`src/rtl/spi_master_rx.sv`:
```
// rtl/spi_master_rx.sv - SPI master receive datapath: samples MISO or quad lines into 32-bit words
// Words leave over a valid/ready handshake; back-pressure stalls the SPI clock via clk_en_o.
module spi_master_rx (
    input  logic        clk,
    input  logic        rstn,
    input  logic        en,
    input  logic        rx_edge,
    output logic        rx_done,
    output logic        clk_en_o,
    input  logic        sdi0,
    input  logic        sdi1,
    input  logic        sdi2,
    input  logic        sdi3,
    input  logic        en_quad_in,
    input  logic [15:0] counter_in,
    input  logic        counter_in_upd,
    output logic [31:0] data,
    output logic        data_valid,
    input  logic        data_ready
);

    typedef enum logic [1:0] {
        IDLE,
        RECEIVE,
        WAIT_FIFO,
        WAIT_FIFO_DONE
    } state_t;

    state_t      r_state;
    logic [15:0] r_cnt;
    logic [15:0] r_trgt;
    logic [31:0] r_sr;

    logic [15:0] w_trgt_m1;
    logic        w_last;
    logic        w_bnd;
    logic        w_word_done;
    logic [31:0] w_sr_n;

    // trgt of 0 wraps to 0xFFFF, giving a 65536-edge transfer
    assign w_trgt_m1   = r_trgt - 16'd1;
    assign w_last      = (r_cnt == w_trgt_m1);
    assign w_bnd       = en_quad_in ? (r_cnt[2:0] == 3'd7) : (r_cnt[4:0] == 5'd31);
    assign w_word_done = rx_edge && (r_state == RECEIVE) && (w_last || w_bnd);
    assign w_sr_n      = en_quad_in ? {r_sr[27:0], sdi3, sdi2, sdi1, sdi0}
                                    : {r_sr[30:0], sdi1};

    always_comb begin
        clk_en_o   = 1'b0;
        data_valid = 1'b0;
        data       = r_sr;
        rx_done    = 1'b0;
        unique case (r_state)
            IDLE: begin
                clk_en_o = en;
            end
            RECEIVE: begin
                clk_en_o = 1'b1;
                if (w_word_done) begin
                    data       = w_sr_n;
                    data_valid = 1'b1;
                    rx_done    = data_ready && w_last;
                end
            end
            WAIT_FIFO: begin
                data_valid = 1'b1;
            end
            WAIT_FIFO_DONE: begin
                data_valid = 1'b1;
                rx_done    = data_ready;
            end
            default: begin
                clk_en_o = 1'b0;
            end
        endcase
    end

    always_ff @(posedge clk or negedge rstn) begin
        if (!rstn) begin
            r_state <= IDLE;
            r_cnt   <= 16'd0;
            r_trgt  <= 16'd8;
            r_sr    <= 32'd0;
        end else begin
            if (counter_in_upd) begin
                r_trgt <= en_quad_in ? {2'b00, counter_in[15:2]} : counter_in;
            end
            unique case (r_state)
                IDLE: begin
                    if (en) begin
                        r_state <= RECEIVE;
                        r_sr    <= 32'd0;
                    end
                end
                RECEIVE: begin
                    if (rx_edge) begin
                        r_cnt <= w_last ? 16'd0 : r_cnt + 16'd1;
                        if (w_word_done && data_ready) begin
                            r_sr <= 32'd0;
                            if (w_last) begin
                                r_state <= IDLE;
                            end
                        end else begin
                            r_sr <= w_sr_n;
                            if (w_word_done) begin
                                r_state <= w_last ? WAIT_FIFO_DONE : WAIT_FIFO;
                            end
                        end
                    end
                end
                WAIT_FIFO: begin
                    if (data_ready) begin
                        r_state <= RECEIVE;
                        r_sr    <= 32'd0;
                    end
                end
                WAIT_FIFO_DONE: begin
                    if (data_ready) begin
                        r_state <= IDLE;
                        r_sr    <= 32'd0;
                    end
                end
                default: begin
                    r_state <= IDLE;
                end
            endcase
        end
    end

endmodule

```
`config.mk`:
```
export PLATFORM = sky130hd
export DESIGN_NAME = spi_master_rx
export DESIGN_NICKNAME = d
export VERILOG_FILES = /design/src/rtl/spi_master_rx.sv
export SDC_FILE = /design/constraint.sdc
export NUM_CORES = 1
export LEC_CHECK = 0
export ABC_AREA = 1
export CORE_MARGIN = 2
export CORE_UTILIZATION = 60
export CTS_BUF_LIST = sky130_fd_sc_hd__clkbuf_16
export DETAILED_ROUTE_END_ITERATION = 7
export GPL_ROUTABILITY_DRIVEN = 0
export GPL_TIMING_DRIVEN = 0
export PLACE_DENSITY = 0.84
export SYNTH_ARGS = -nofsm -noshare
export SYNTH_HDL_FRONTEND = slang
export SYNTH_SLANG_ARGS = --single-unit
```
`constraint.sdc`:
```
create_clock -name clk -period 6.45 [get_ports clk]
set_input_delay 1.29 -clock clk [delete_from_list [all_inputs] [get_ports clk]]
set_output_delay 1.29 -clock clk [all_outputs]
set_load 0.01 [all_outputs]
```
==> impl_metrics.ini <==
[floorplan]
dieArea_um2 = 8470
die_y_um = 92.1
ios = 62
core_um2 = 7610
fp-row-count = 32
initial_core_util_pct = 61.2
die_w_um = 92.1

[clock_tree]
clkTransAtPathRegs_ns = 0.05
holdBufCountCts = 0
cts_setup_buffers = 0
insertion_delay_ns = 0.33
cts_tree = done
h-tree-depth = 3
numCtsBuffers = 9
clkSinkCount = 66
cts.repair.resized = 0
clockBufferDepth = 2
cts-root-buf = clkbuf_16

[min_path]
hold_class = flop to flop
worstHoldPathCells = 2

[logic_synthesis]
synthArstFlopShare_pct = 100
synth_fp_nets = 710
ys.flop_type = dfrtp_1
synth_area_leader_cell = dfrtp_1
syn_area_um2 = 4650
synth_top_area_share_pct = 35.0
synth_edf_count = 0
netlist_instances = 679
ys_types = 37
ys.warnings.count = 0
ys_top_cells_by_area = dfrtp_1, nand2_1, o21ai_0
seq_area_frac_synth_pct = 35.5
syn_area_per_cell_um2 = 6.85
ys_ff_latch = 66

[sta]
finalSetupViolCount = 0
drv_slew = 0
finalSetupTns_ns = 0
slew_headroom_pct = 43.8
timing.final.crit_share_pct = 80.9
hold_viol_final = 0
period_needed_ns = 5.22
worst_hold_slack_ns = 0.478
finalClockSkew_ns = 0.0100
fmax_mhz = 192
worst_pin_slew_ns = 0.842
rsz0062_at_grt = false

[route]
vias = 4725
viasPerCell = 5.51
routedWlPerCell_um = 14.1
antenna_left = 0
drt_iter0_markers = 280
drtPass1Iterations = 5
drc = 0
drt_wl_total_um = 12100

[critical_path]
cp_data_required_time_ns = 5.16
path_depth = 11
crit_path_cell_trace = clkdlybuf4s50_1 -> nand2_2 -> inv_1 -> clkbuf_1 -> nand2_1 -> nand2_2 -> buf_6 -> buf_2 -> nand2_1 -> o21ai_0 -> clkdlybuf4s50_1
critPathBufInv = 6
critPathCaptureType = primary output
worst-r2r-cell-count = 15
arrival_ns = 3.93
crit_fanout = 10
path_delay_family = buffers and inverters
crit_type = input port to primary output
cp_slowest_cell = clkdlybuf4s50_1
crit_path_max_incr_delay_ns = 0.60
critPathLaunchType = input port

[cells_and_area]
postLayoutCoreUtil_pct = 74.4
final_layout_size_suffix_gt1_share_pct = 10.3
antenna_cells = 0
layout.nets = 781
nFillCells = 585
syn2layout_area_growth_pct = 21.6

[job]
drv_cap = 0

[global_route]
grt_pass1_wl_um = 20800
grt_pass1_vias = 4618
grtUsageTotal_pct = 30.4
grt_max_degree = 67
antenna_found_initial = 0
overflow = 0

[power]
powerDensity_nw_per_um2 = 295
leakagePower_nw = 2.58
vdd_ir_drop_max_v = 0.000178

[outcome]
status = complete, no violations

[placement]
dp_hpwl_um = 8850
portBuffers = 60
flip-flops by register name, indices dropped and copies added, names as in the netlist:
register / count
r_state: 2
r_cnt: 16
r_trgt: 16
r_sr: 32
layout make-up:
cell class,count,area (µm²),share of cell area [%]
inverter,81,304,5.37
buffer,30,178,3.14
sequential,66,1650,29.2
clock buffer,9,225,3.98
clock inverter,7,53.8,0.951
multi-input combinational,502,2520,44.5
timing repair buffer,60,598,10.6
tap,102,128,2.26
per-layer routing:
layer	part of all wire (%)	GRT usage (%)
met1	45	39.0
met2	48	51.2
met3	4.3	6.00
met4	2.4	10.4
met5	0	0
placed cells by master, fill, tap and decap left out, types with 3 or more instances in the layout:
cell type	n
ha_1	4
o21ai_2	30
buf_12	3
nand4_1	4
nand2_2	4
clkbuf_1	21
inv_1	82
nand3_2	3
nor3_2	3
o22ai_1	15
nand3b_1	6
nand3_1	25
a21oi_1	3
o21ai_0	88
nor2_2	6
xnor2_1	3
dfrtp_1	65
nor2_4	3
clkdlybuf4s50_1	59
nor2_1	50
xor2_1	12
buf_2	4
clkbuf_16	9
nand2_1	228
worst register-to-register path, cell delays in order, from the launching register on:
cell and delay (ns):
dfrtp_1 0.38, inv_1 0.13, ha_1 0.28, nand2_4 0.13, nor2_8 0.16, nand2_1 0.07, nand2_1 0.08, nand3_1 0.11
nor3_2 0.19, nand3_2 0.18, nand2_2 0.12, buf_6 0.15, nand2_4 0.07, nand2_8 0.10, buf_12 0.15, o21ai_2 0.06
stage by stage:
| stage | power [mW] | area, µm² | instances | worst slack, ns |
|---|---|---|---|---|
| 2_1_floorplan | 0.979 | 4650 | 679 | 2.70 |
| 3_3_place_gp | 1.18 | 5380 | 841 | 1.33 |
| 3_5_place_dp | 1.20 | 5380 | 841 | 1.31 |
| 4_1_cts | 1.67 | 5660 | 857 | 1.26 |
| 5_1_grt | 1.77 | 5660 | 857 | 1.03 |
| 6_report | 1.67 | 5660 | 857 | 1.23 |
synthesized netlist by cell type, types with 2 or more instances:
cell type  instances
nor2_4             3
nor3_2             3
nand3b_1           6
nand4_1            4
o22ai_1           15
nand3_2            3
o21ai_2           30
nand2_1          228
nand2_2            4
clkbuf_1          21
nor3_1             2
xnor2_1            3
xor2_1            12
inv_2              2
inv_1             79
buf_12             3
nor4_1             2
ha_1               4
nor2_1            50
dfrtp_1           65
nand2_4            2
a21oi_1            3
o21ai_1            2
buf_2              4
o21ai_0           88
nor2_2             6
nand3_1           25
worst paths after layout:
kind,slack (ns),end,from
setup / recovery,1.23,data[30],rx_edge
hold / removal,0.48,r_sr[28],r_sr[28]
setup reg to reg,3.96,r_sr[7],r_trgt[0]
hold reg to reg,0.48,r_sr[28],r_sr[28]
max in group asynchronous,4.83,r_sr[16],rstn
min in group asynchronous,1.06,r_trgt[10],rstn
report_power, final:
part	switching (mW)	internal, mW
sequential	0.0726	0.484
clock	0.174	0.291
combinational	0.387	0.260
total	0.633	1.04
cells by family after synthesis:
| group | count (synthesis) | synth area share, % |
|---|---|---|
| xor gates and xnor gates | 15 | 2.82 |
| buffers and inverters | 111 | 10.4 |
| and+or+nand+nor | 342 | 32.1 |
| AOI/OAI and AO/OA | 141 | 18.1 |
| DFF | 66 | 35.5 |
| adders and majority gates | 4 | 1.08 |
(Power assumes the default switching activity.)
